### src/rtl/vga_sync_gen.sv
// VGA sync generator: edge-detects the divided pixel-rate level into a
// one-clk pixel strobe and runs horizontal/vertical scan counters from it,
// decoding hsync/vsync, active video and pixel coordinates.
// Optional: define VGA_SYNC_FRAME_CNT_EN to build the 8-bit frame counter;
// otherwise frame_cnt is tied to zero.
module vga_sync_gen #(
  parameter int unsigned H_ACTIVE = 640,
  parameter int unsigned H_FP     = 16,
  parameter int unsigned H_SYNC   = 96,
  parameter int unsigned H_BP     = 48,
  parameter int unsigned V_ACTIVE = 480,
  parameter int unsigned V_FP     = 10,
  parameter int unsigned V_SYNC   = 2,
  parameter int unsigned V_BP     = 33,
  parameter logic        SYNC_POL = 1'b0
) (
  input  logic       clk,
  input  logic       rst,
  input  logic       clk_vga,
  output logic       pix_tick,
  output logic       hsync,
  output logic       vsync,
  output logic       active,
  output logic [9:0] x,
  output logic [9:0] y,
  output logic       frame_start,
  output logic [7:0] frame_cnt
);

  localparam int unsigned CNT_W   = 10;
  localparam int unsigned H_TOTAL = H_ACTIVE + H_FP + H_SYNC + H_BP;
  localparam int unsigned V_TOTAL = V_ACTIVE + V_FP + V_SYNC + V_BP;

  localparam logic [CNT_W-1:0] H_LAST    = CNT_W'(H_TOTAL - 1);
  localparam logic [CNT_W-1:0] V_LAST    = CNT_W'(V_TOTAL - 1);
  localparam logic [CNT_W-1:0] H_ACT_END = CNT_W'(H_ACTIVE);
  localparam logic [CNT_W-1:0] V_ACT_END = CNT_W'(V_ACTIVE);
  localparam logic [CNT_W-1:0] HS_START  = CNT_W'(H_ACTIVE + H_FP);
  localparam logic [CNT_W-1:0] HS_END    = CNT_W'(H_ACTIVE + H_FP + H_SYNC);
  localparam logic [CNT_W-1:0] VS_START  = CNT_W'(V_ACTIVE + V_FP);
  localparam logic [CNT_W-1:0] VS_END    = CNT_W'(V_ACTIVE + V_FP + V_SYNC);

  logic             clk_vga_q, clk_vga_d;
  logic [CNT_W-1:0] h_cnt_q, h_cnt_d;
  logic [CNT_W-1:0] v_cnt_q, v_cnt_d;
  logic             frame_start_q, frame_start_d;

  // Rising edge of the divided pixel clock, visible in the same cycle
  assign pix_tick = clk_vga & ~clk_vga_q;

  // Scan counter advance and frame-wrap detection
  always_comb begin
    clk_vga_d     = clk_vga;
    h_cnt_d       = h_cnt_q;
    v_cnt_d       = v_cnt_q;
    frame_start_d = 1'b0;
    if (pix_tick) begin
      if (h_cnt_q == H_LAST) begin
        h_cnt_d = '0;
        if (v_cnt_q == V_LAST) begin
          v_cnt_d       = '0;
          frame_start_d = 1'b1;
        end else begin
          v_cnt_d = v_cnt_q + CNT_W'(1);
        end
      end else begin
        h_cnt_d = h_cnt_q + CNT_W'(1);
      end
    end
  end

  // State registers; reset wins over a coincident pixel strobe
  always_ff @(posedge clk) begin
    if (rst) begin
      clk_vga_q     <= 1'b0;
      h_cnt_q       <= '0;
      v_cnt_q       <= '0;
      frame_start_q <= 1'b0;
    end else begin
      clk_vga_q     <= clk_vga_d;
      h_cnt_q       <= h_cnt_d;
      v_cnt_q       <= v_cnt_d;
      frame_start_q <= frame_start_d;
    end
  end

  // Region decode from the registered counters
  always_comb begin
    active = (h_cnt_q < H_ACT_END) && (v_cnt_q < V_ACT_END);
    hsync  = ((h_cnt_q >= HS_START) && (h_cnt_q < HS_END)) ? SYNC_POL : ~SYNC_POL;
    vsync  = ((v_cnt_q >= VS_START) && (v_cnt_q < VS_END)) ? SYNC_POL : ~SYNC_POL;
  end

  assign x           = h_cnt_q;
  assign y           = v_cnt_q;
  assign frame_start = frame_start_q;

`ifdef VGA_SYNC_FRAME_CNT_EN
  logic [7:0] frame_cnt_q, frame_cnt_d;

  // Frame counter steps on the same edge that raises frame_start
  always_comb begin
    frame_cnt_d = frame_cnt_q;
    if (frame_start_d) begin
      frame_cnt_d = frame_cnt_q + 8'd1;
    end
  end

  // Frame counter register
  always_ff @(posedge clk) begin
    if (rst) begin
      frame_cnt_q <= 8'd0;
    end else begin
      frame_cnt_q <= frame_cnt_d;
    end
  end

  assign frame_cnt = frame_cnt_q;
`else
  assign frame_cnt = 8'd0;
`endif

endmodule

### config.mk
export PLATFORM = sky130hd
export DESIGN_NAME = vga_sync_gen
export DESIGN_NICKNAME = d
export VERILOG_FILES = /design/src/rtl/vga_sync_gen.sv
export SDC_FILE = /design/constraint.sdc
export NUM_CORES = 1
export LEC_CHECK = 0
export CORE_ASPECT_RATIO = 1.5
export CORE_MARGIN = 1
export CORE_UTILIZATION = 46
export CTS_BUF_LIST = sky130_fd_sc_hd__clkbuf_8 sky130_fd_sc_hd__clkbuf_16
export CTS_CLUSTER_DIAMETER = 50
export DETAILED_ROUTE_END_ITERATION = 8
export PLACE_DENSITY = 0.81
export SLEW_MARGIN = 10
export SYNTH_ARGS = -nofsm -noshare
export SYNTH_HDL_FRONTEND = slang
export SYNTH_SLANG_ARGS = --single-unit
### constraint.sdc
create_clock -name clk -period 2.05 [get_ports clk]
set_input_delay 0.41 -clock clk [delete_from_list [all_inputs] [get_ports clk]]
set_output_delay 0.41 -clock clk [all_outputs]
set_load 0.1 [all_outputs]
* Word level (Yosys, flattened, before mapping) *
Index checks and enable logic that the tools add are counted.

operators by class
  add/subtract/negate cells = 2
  $lt $le $gt $ge = 6
  equality and inequality tests = 2
  muxes and demuxes = 5
  bitwise operators = 4
  reduce and logical (&&, ||, !) cells = 5

operators with widths
  cell                                                                    number
  10-bit by 1-bit adder with 10-bit output, second input constant         2
  10-bit equality test, second input constant                             2
  10-bit < comparator, second input constant                              2
  10-bit by 9-bit < comparator with 1-bit output, second input constant   2
  10-bit two-way mux                                                      2
  10-bit >= comparator, second input constant                             1
  10-bit by 9-bit >= comparator with 1-bit output, second input constant  1
  1-bit logical AND                                                       3
  1-bit two-way mux                                                       3
  1-bit NOT                                                               3
  3-bit OR reduction                                                      1
  2-bit AND reduction                                                     1
  1-bit AND                                                               1

word-level totals
  register bits = 22
  output and inout port bits = 33
  logic and storage cells = 28

* Logic depth before layout (Yosys ltp) *
Gate-level depths: netlist of run 1.

  word-level depth = 4
  depth in mapped cells = 6
  gate-level depth less buffers = 6

* Least setup slack after synthesis of run 1 *
OpenSTA, ideal clock, no wires.

  kind = reg2out
  from = register v_cnt_q[8] (netlist: y[8])
  to = output port active
  arrival = 3134 ps
  data required time = 1640 ps
  path slack = -1494 ps
  stages on the path, launching flop included = 3
  cells stage by stage = dfxtp_1 > and4_1 > nor3_1

on the way
  cells in the longest elaborated chain, start to end = 2

ends and longest elaborated chain
  element                                         line  RTL
  start: declaration                              45    logic [CNT_W-1:0] v_cnt_q, v_cnt_d;
  start signal: assignment                        82    v_cnt_q <= v_cnt_d;
  10-bit by 9-bit < comparator with 1-bit output  89    active = (h_cnt_q < H_ACT_END) && (v_cnt_q < V_ACT_END);
  1-bit logical AND                               89
  end: declaration                                23    output logic active,

Every way passes these cells.

* Worst setup path in the final report of run 1 *
  from = input port clk_vga
  to = register v_cnt_q[3] (netlist: y[3])

on the way
  cells in the longest elaborated chain, start to end = 2

ends and longest elaborated chain
  element                               line  RTL
  start: declaration                    19    input logic clk_vga,
  1-bit AND                             49    assign pix_tick = clk_vga & ~clk_vga_q;
  2-bit AND reduction (no source line)  n/a

Every way passes these cells.
A chain may end at the register's enable or synchronous reset.

==> run_results.csv, run 1 <==
group,metric,value,unit
run_status,status,"finished clean",
setup_path,critPathKind,"input port to register",
routing,dr_total_vias,1096,
floorplanning,coreArea,2420,um^2
finish,nNetsFinal,182,
timing,rsz0062_at_grt,"no",
finish,syn2layout_area_growth,35.6,%
timing,fin_crit_sh,0.963,
synthesis,ys.flop_type,"dfxtp_1",
clock_network,clk_pin_slew_worst_paths,80,ps
routing,via_per_inst,5.54,
finish,final_core_util,0.653,
clock_network,htree_num_levels,1,
power_and_ir_drop,ir_worst_vdd,0.441,mV
finish,antenna_cells,0,
clock_network,cts_tree,"yes",
finish,drive_gt1_frac,0.356,
timing,min_period,1970,ps
clock_network,cts.sinks,22,
synthesis,ys_ff_latch,22,
place,portBuffers,27,
clock_network,clockBufferDepth,2,
synthesis,syn_inst,142,
routing,ant_nets,0,
place,dp_hpwl,2010,um
finish,final_cell_mix,"buf_4 (27), nor2_1 (14), dfxtp_2 (14), a21oi_1 (10)",
synthesis,syn_area_per_cell,8.21,um^2
global_routing,grt_pass1_wl,4460,um
routing,drtIter0Drc,21,
place,gp_routability_congestion,0.786,
clock_network,numCtsBuffers,3,
routing,routed-wl-met3,83,um
synthesis,yosysWarnings,0,
routing,route.met2.wl,1440,um
timing,fmax,507,MHz
floorplanning,start_util,0.481,
floorplanning,io-pin-count,36,
clock_network,postCtsSetupRepairBufs,0,
timing,fin_setup_tns,0,ps
job,maxCapViolCount,0,
min_path,hold_class,"register to register",
synthesis,yosysSeqAreaShare,0.378,
power_and_ir_drop,leakagePower,0.617,nW
finish,nFillCells,209,
setup_path,path_max_fanout,12,
clock_network,hold_buffers,0,
routing,met1_length,1090,um
floorplanning,rows,22,
global_routing,first_global_vias,1070,
synthesis,ys_types,34,
global_routing,track_usage,0.206,
setup_path,cp-end-kind,"register",
finish,mostFrequentLayoutCell,"buf_4",
routing,wl_per_cell,13.4,um
synthesis,async_reset_ff_frac,0,
timing,finalMaxSlewViolations,0,
timing,final-setup-viol-count,0,
clock_network,root_buffer,"clkbuf_8",
setup_path,start_kind,"input port",
global_routing,grt-ovfl-total,0,
floorplanning,fp.dieH,63.7,um
routing,first_pass_iters,4,
floorplanning,fp.dieArea,2740,um^2
synthesis,synth_enable_flop_cells,0,
timing,finalClockSkew,2.47,ps
routing,top_layer,"met4",
routing,detail_route.wirelength,2660,um
global_routing,antenna_found_initial,0,
floorplanning,die_w,43.1,um
setup_path,cp.required,2240,ps
global_routing,grt_max_degree,13,
clock_network,clkLatencyLatePin,260,ps
timing,hold_viol,0,
routing,drc,0,
synthesis,syn_area,1170,um^2
power_and_ir_drop,cellPowerDensity,538,nW/um^2
setup_path,arrival,2160,ps
[cell usage after synthesis, drive strengths merged, types with 2 or more instances]
cell,number,area [um^2]
o21a,2,15.0
dfxtp,22,440
buf,9,65.1
or3,7,43.8
nand3,8,40.0
nor2b,2,12.5
a21oi,10,50.1
and2,2,12.5
nand2,8,30.0
and4,2,17.5
clkbuf,4,15.0
o21ai,7,35.0
xnor2,5,43.8
nand4,6,37.5
xor2,4,35.0
inv,5,18.8
or4,3,26.3
nor3,6,30.0
ha,4,50.1
nor2,14,52.6
[logic make-up after synthesis]
kind of cell | after synthesis | synth area share
AO/OA/AOI/OAI | 22 | 0.111
XOR/XNOR | 9 | 0.0676
adder cells (fa/ha/maj) | 4 | 0.0429
buffers and inverters | 18 | 0.0848
flip-flops | 22 | 0.378
other | 1 | 0.00322
AND/OR/NAND/NOR | 66 | 0.313
[report_power, final]
group / switching, W / internal (W)
Clock: 0.000138 / 0.000134
Sequential: 0.00000683 / 0.000426
Combinational: 0.000119 / 0.0000268
[worst paths after layout]
path	cells past startpoint	slack, ps	start	end
hold reg to reg	2	500	y[8]	y[8]
setup reg to reg	5	100	x[5]	y[3]
hold / removal	2	500	y[8]	y[8]
setup / recovery	6	80	clk_vga	y[3]
[registers in the layout, indices dropped and copies added (netlist names)]
signal,flops
x,10
y,10
clk_vga_q,1
frame_start,1
[layout make-up]
class | count | area, um^2 | area share
inverter | 5 | 18.8 | 0.0119
multi-input combinational | 109 | 693 | 0.438
clock inverter | 1 | 3.75 | 0.00237
clock buffer | 3 | 41.3 | 0.0261
tap | 24 | 30.0 | 0.0190
timing repair buffer | 34 | 314 | 0.199
sequential | 22 | 480 | 0.304
[metrics by stage]
step	cells	power [W]	setup WS (ps)	hold slack, ps	area (um^2)
after floorplan	149	0.000574	1.39	472	1280
after global routing	198	0.000879	33.6	515	1580
after CTS	198	0.000856	24.9	498	1580
after detailed placement	194	0.000590	-272	487	1530
final	198	0.000851	76.2	498	1580
after global placement	194	0.000587	-209	476	1530
[routing by layer]
layer  GRT usage  vias to the layer above
li1            -                      550
met1       0.228                      515
met2       0.377                       25
met3      0.0315                        6
met4      0.0795                        0
met5           0                        -
[repair_timing]
item / CTS / global route
resized for setup: 1 / 0
pin swaps: 0 / 1
setup endpoints to repair: 1 / 3
[worst max-delay path: stages]
cell             delay, ps
clkdlybuf4s50_1        510
nand3b_1               110
or4_4                  470
buf_6                  170
or3_1                  340
a21oi_1                150
(Power assumes the default switching activity.)
==> inputs of run 2 (changes only) <==
--- a/config.mk
+++ b/config.mk
@@ -7,11 +7,11 @@
 export LEC_CHECK = 0
 export CORE_ASPECT_RATIO = 1.5
 export CORE_MARGIN = 1
-export CORE_UTILIZATION = 46
+export CORE_UTILIZATION = 41
 export CTS_BUF_LIST = sky130_fd_sc_hd__clkbuf_8 sky130_fd_sc_hd__clkbuf_16
 export CTS_CLUSTER_DIAMETER = 50
 export DETAILED_ROUTE_END_ITERATION = 8
-export PLACE_DENSITY = 0.81
+export PLACE_DENSITY = 0.76
 export SLEW_MARGIN = 10
 export SYNTH_ARGS = -nofsm -noshare
 export SYNTH_HDL_FRONTEND = slang
==> constraint.sdc (replaced) <==
create_clock -name clk -period 1.7 [get_ports clk]
set_input_delay 0.34 -clock clk [delete_from_list [all_inputs] [get_ports clk]]
set_output_delay 0.34 -clock clk [all_outputs]
set_load 0.1 [all_outputs]
==> run 2 against run 1 <==
Net effect: the run now ends with negative setup slack left; flip-flop and latch count unchanged; global-route usage grew 4.8 points; utilization is 16 points higher; highest routed layer unchanged; first-iteration DRC count is 14% lower; critical path type is now register to output pin; sequential share of layout area down 7.6 points; count of clock-buffer cells in the layout is the same; die area grew 12%; final area increased by 37%; critical endpoint is now hsync; worst setup slack worse by 280 ps; largest power group unchanged; critical path depth shrank 1; non-clock buffer count up 21; power increased by 23%.
==> run_results.csv, run 2 (synthesis gave the netlist of run 1 again) <==
group,metric,value,unit
run_status,status,"finished, violations left",
run_status,violations,"negative setup slack",
finish,seqCellArea,494,um^2
finish,antenna_cells,0,
setup_path,critPathKind,"register to output pin",
routing,first_pass_iters,4,
timing,min_period,1910,ps
global_routing,grt_pass1_wl,5760,um
place,gp_routability_congestion,0.850,
global_routing,track_usage,0.254,
setup_path,start_kind,"register",
finish,mostFrequentLayoutCell,"buf_12",
clock_network,hold_buffers,0,
min_path,hold_class,"register to register",
finish,final_core_util,0.810,
power_and_ir_drop,leakagePower,0.826,nW
routing,drtIter0Drc,18,
floorplanning,fp.dieH,67.3,um
setup_path,cp.required,1360,ps
clock_network,cts_tree,"yes",
finish,drive_gt1_frac,0.503,
power_and_ir_drop,ir_worst_vdd,0.559,mV
timing,fin_crit_sh,1.12,
finish,nNetsFinal,205,
floorplanning,io-pin-count,36,
floorplanning,rows,23,
finish,final_cell_mix,"buf_12 (26), buf_4 (20), nor2_1 (12), dfxtp_4 (11), dfxtp_2 (10)",
global_routing,antenna_found_initial,0,
finish,nFillCells,163,
floorplanning,coreArea,2680,um^2
setup_path,arrival,1570,ps
setup_path,path_max_fanout,4,
clock_network,root_buffer,"clkbuf_8",
power_and_ir_drop,cellPowerDensity,485,nW/um^2
routing,wl_per_cell,15.1,um
place,dp_slack,-498,ps
clock_network,clockBufferDepth,2,
floorplanning,start_util,0.436,
floorplanning,die_w,45.5,um
finish,syn2layout_area_growth,85.8,%
timing,finalMaxSlewViolations,0,
routing,dr_total_vias,1261,
clock_network,cts.sinks,22,
clock_network,htree_num_levels,1,
place,portBuffers,27,
timing,fmax,525,MHz
routing,ant_nets,0,
finish,multi_input_area,795,um^2
timing,final-setup-viol-count,10,
global_routing,first_global_vias,1281,
timing,hold_viol,0,
clock_network,clk_pin_slew_worst_paths,70,ps
timing,finalClockSkew,4.64,ps
global_routing,grt-ovfl-total,0,
clock_network,numCtsBuffers,3,
timing,rsz0062_at_grt,"yes",
place,dp_hpwl,2420,um
timing,setup_slack,-205,ps
routing,drc,0,
floorplanning,fp.dieArea,3070,um^2
job,maxCapViolCount,0,
clock_network,clkLatencyLatePin,260,ps
setup_path,cp-end-kind,"output pin",
routing,via_per_inst,5.39,
global_routing,grt_max_degree,13,
routing,detail_route.wirelength,3530,um
run 2: cell count changes in the layout (fill, tap and decap cells not counted), moves of 3 or more:
cell	before	now
or4_4	2	5
buf_12	4	26
a21oi_1	10	7
buf_6	1	7
dfxtp_4	6	11
a21oi_2	0	3
buf_4	27	20
dfxtp_2	14	10
run 2: final cells by class:
class | instances | share of cell area
well taps | 37 | 0.0214
clock buffers | 3 | 0.0191
multi-input cells | 111 | 0.367
clock inverters | 1 | 0.00173
repair buffers | 55 | 0.355
inverters | 5 | 0.00866
flip-flops and latches | 22 | 0.228
run 2: where the power goes:
part	switching [W]	internal, W
logic	0.000156	0.0000584
clock network	0.000162	0.000161
registers	0.00000553	0.000507
run 2: metrics by stage:
| step | cell area [um^2] | cells | setup TNS (ps) | hold WS [ps] | total power, W |
|---|---|---|---|---|---|
| final | 2170 | 234 | -1280 | 532 | 0.00105 |
| after global routing | 2170 | 234 | -1650 | 559 | 0.00109 |
| after CTS | 2120 | 234 | -813 | 514 | 0.00105 |
| after detailed placement | 1970 | 222 | -6850 | 509 | 0.000734 |
| after global placement | 1970 | 222 | -5630 | 492 | 0.000731 |
| after floorplan | 1320 | 149 | -3680 | 402 | 0.000685 |
run 2: worst paths after layout:
path / start / end / slack, ps / cells past startpoint
max reg2reg: x[5] / y[4] / -170 / 5
min reg2reg: y[8] / y[8] / 530 / 2
max: x[6] / hsync / -210 / 5
min: y[8] / y[8] / 530 / 2
run 2: metal layers:
metal,GRT usage,part of all wire
met5,0,0
met4,0.0947,0.017
met3,0.0214,0.030
met2,0.505,0.58
met1,0.256,0.37
run 2: critical path: stages, from the launching register on:
cell and delay [ps]:
dfxtp_4 360, or2_4 140, buf_6 100, nor2_2 30
or4_4 490, buf_12 180
run 2: repair_timing:
action	4_1_cts	5_1_grt
buffers inserted	6	0
gates resized for setup	15	13
cloned	2	0
pin swaps	10	3
setup endpoints to repair	21	19
==> inputs of run 3 (changes only) <==
--- a/config.mk
+++ b/config.mk
@@ -12,6 +12,7 @@
 export CTS_CLUSTER_DIAMETER = 50
 export DETAILED_ROUTE_END_ITERATION = 8
 export PLACE_DENSITY = 0.76
+export REMOVE_ABC_BUFFERS = 1
 export SLEW_MARGIN = 10
 export SYNTH_ARGS = -nofsm -noshare
 export SYNTH_HDL_FRONTEND = slang
==> run 3 against run 2 <==
Net effect: the flow still finishes with violations (negative setup slack); first-iteration DRC count rose by 94%; combinational power rose by 2%; hold slack got worse by 49 ps; register-to-register slack got worse by 60 ps; non-clock buffer count rose by 12; global-route usage rose by 1.5 points; clock skew rose by 3.6 ps; count of clock-buffer cells in the layout rose by 1; fmax fell by 1.3%; sequential share of layout area fell by 2.4 points; clock power rose by 21%; highest routed layer unchanged; worst setup slack got worse by 25 ps.
==> run_results.csv, run 3 (synthesis gave the netlist of run 1 again) <==
group,metric,value,unit
timing,fmax,518,MHz
global_routing,grt_pass1_wl,5910,um
run_status,status,"finished, violations left",
power_and_ir_drop,p_sw_frac,0.306,
power_and_ir_drop,p_switching,0.000348,W
routing,drtIter0Drc,35,
clock_network,cts.sinks,22,
timing,min_period,1930,ps
finish,syn2layout_area_growth,91.3,%
power_and_ir_drop,power_frac_seq,0.463,
global_routing,first_global_vias,1329,
global_routing,antenna_found_initial,0,
floorplanning,rows,23,
global_routing,track_usage,0.269,
clock_network,hold_buffers,0,
global_routing,grt-ovfl-total,0,
timing,final-setup-viol-count,10,
setup_path,timing.rr.end,"y[3]",
timing,finalClockSkew,8.24,ps
setup_path,arrival,2090,ps
finish,nNetsFinal,215,
setup_path,cp-end-kind,"register",
timing,finalMaxSlewViolations,0,
setup_path,critPathKind,"register to register",
floorplanning,start_util,0.436,
clock_network,htree_num_levels,1,
timing,fin_crit_sh,1.14,
timing,setup_slack,-230,ps
floorplanning,fp.dieH,67.3,um
clock_network,clkLatencyLatePin,270,ps
setup_path,cp.required,1860,ps
job,maxCapViolCount,0,
clock_network,clk_pin_slew_worst_paths,80,ps
routing,dr_total_vias,1321,
setup_path,r2r_cells,7,
run_status,violations,"negative setup slack",
finish,drive_gt1_frac,0.517,
min_path,hold_class,"input port to register",
floorplanning,coreArea,2680,um^2
routing,via_per_inst,5.41,
place,portBuffers,27,
place,dp.cells,233,
routing,drc,0,
routing,first_pass_iters,6,
power_and_ir_drop,ir_worst_vdd,0.594,mV
setup_path,start_kind,"register",
power_and_ir_drop,cellPowerDensity,509,nW/um^2
setup_path,r2r_slack,-230,ps
finish,final_cell_mix,"buf_4 (30), buf_12 (25), nor2_1 (13), dfxtp_1 (11), dfxtp_2 (11)",
timing,rsz0062_at_grt,"yes",
clock_network,clockBufferDepth,2,
power_and_ir_drop,power_frac_comb,0.192,
setup_path,r2r-start,"y[0]",
clock_network,root_buffer,"clkbuf_8",
clock_network,cts_tree,"yes",
place,dp_hpwl,2620,um
global_routing,grt_max_degree,13,
routing,detail_route.wirelength,4150,um
floorplanning,die_w,45.5,um
place,gp_routability_congestion,0.884,
finish,antenna_cells,0,
clock_network,numCtsBuffers,3,
finish,mostFrequentLayoutCell,"buf_4",
routing,wl_per_cell,17.0,um
power_and_ir_drop,p_int,0.000788,W
power_and_ir_drop,p_clk_frac,0.344,
power_and_ir_drop,leakagePower,0.890,nW
power_and_ir_drop,finalPower,0.00114,W
setup_path,path_max_fanout,5,
floorplanning,fp.dieArea,3070,um^2
setup_path,crit_start,"y[0]",
setup_path,cp-endpoint,"y[3]",
routing,ant_nets,0,
timing,hold_viol,0,
floorplanning,io-pin-count,36,
finish,fin_cells,244,
-- run 3: what timing repair did --
action                                  in CTS  in global routing
pin swaps                                   21                  7
resized for setup                           31                 25
buffers inserted                             5                  2
endpoints found under the setup margin      19                 20
hold endpoints to repair                     0                  0
-- run 3: area by class of cell --
cell class	instances	area, um^2
timing repair buffer	67	857
clock buffer	4	55.1
fill	143	445
tap	37	46.3
multi-input combinational	109	800
sequential	22	454
inverter	5	18.8
-- run 3: how the worst min path moves through the flow --
stage	startpoint	to	slack (ps)	cells after the start
6_report	clk_vga	clk_vga_q	480	2
5_1_grt	clk_vga	clk_vga_q	520	2
4_1_cts	clk_vga	clk_vga_q	480	2
3_5_place_dp	y[4]	y[4]	550	2
3_3_place_gp	y[4]	y[4]	490	2
2_1_floorplan	rst	y[1]	410	1
-- run 3: stage by stage --
step / utilization / instance area (um^2) / hold WS [ps] / setup WS (ps) / TNS [ps]
floorplan: - / 1110 / 409 / -1770 / -19590
global placement: 0.720 / 1930 / 492 / -491 / -6750
detailed placement: 0.720 / 1930 / 550 / -554 / -7580
CTS: 0.791 / 2120 / 482 / -234 / -737
global route: 0.834 / 2230 / 521 / -260 / -2170
finish: 0.834 / 2230 / 483 / -230 / -2020
-- run 3: critical path, cell delays in order, from the launching register on --
cell and delay, ps:
dfxtp_1 320, inv_1 100, ha_1 140, nor4bb_2 410, nand3_1 330, o21bai_4 320, buf_6 160, a21oi_1 40
-- run 3: power by group through the flow --
stage	Clock (W)	Sequential (W)	Combinational [W]
2_1_floorplan	0	0.000571	0.000110
3_3_place_gp	0	0.000535	0.000203
3_5_place_dp	0	0.000536	0.000207
4_1_cts	0.000389	0.000526	0.000211
5_1_grt	0.000417	0.000527	0.000225
6_report	0.000391	0.000527	0.000218
-- run 3: layer usage --
metal | routed length, um | up-vias | global-route usage
li1 | - | 612 | -
met1 | 1480 | 625 | 0.275
met2 | 2280 | 64 | 0.477
met3 | 142 | 20 | 0.0401
met4 | 242 | 0 | 0.189
met5 | 0 | - | 0
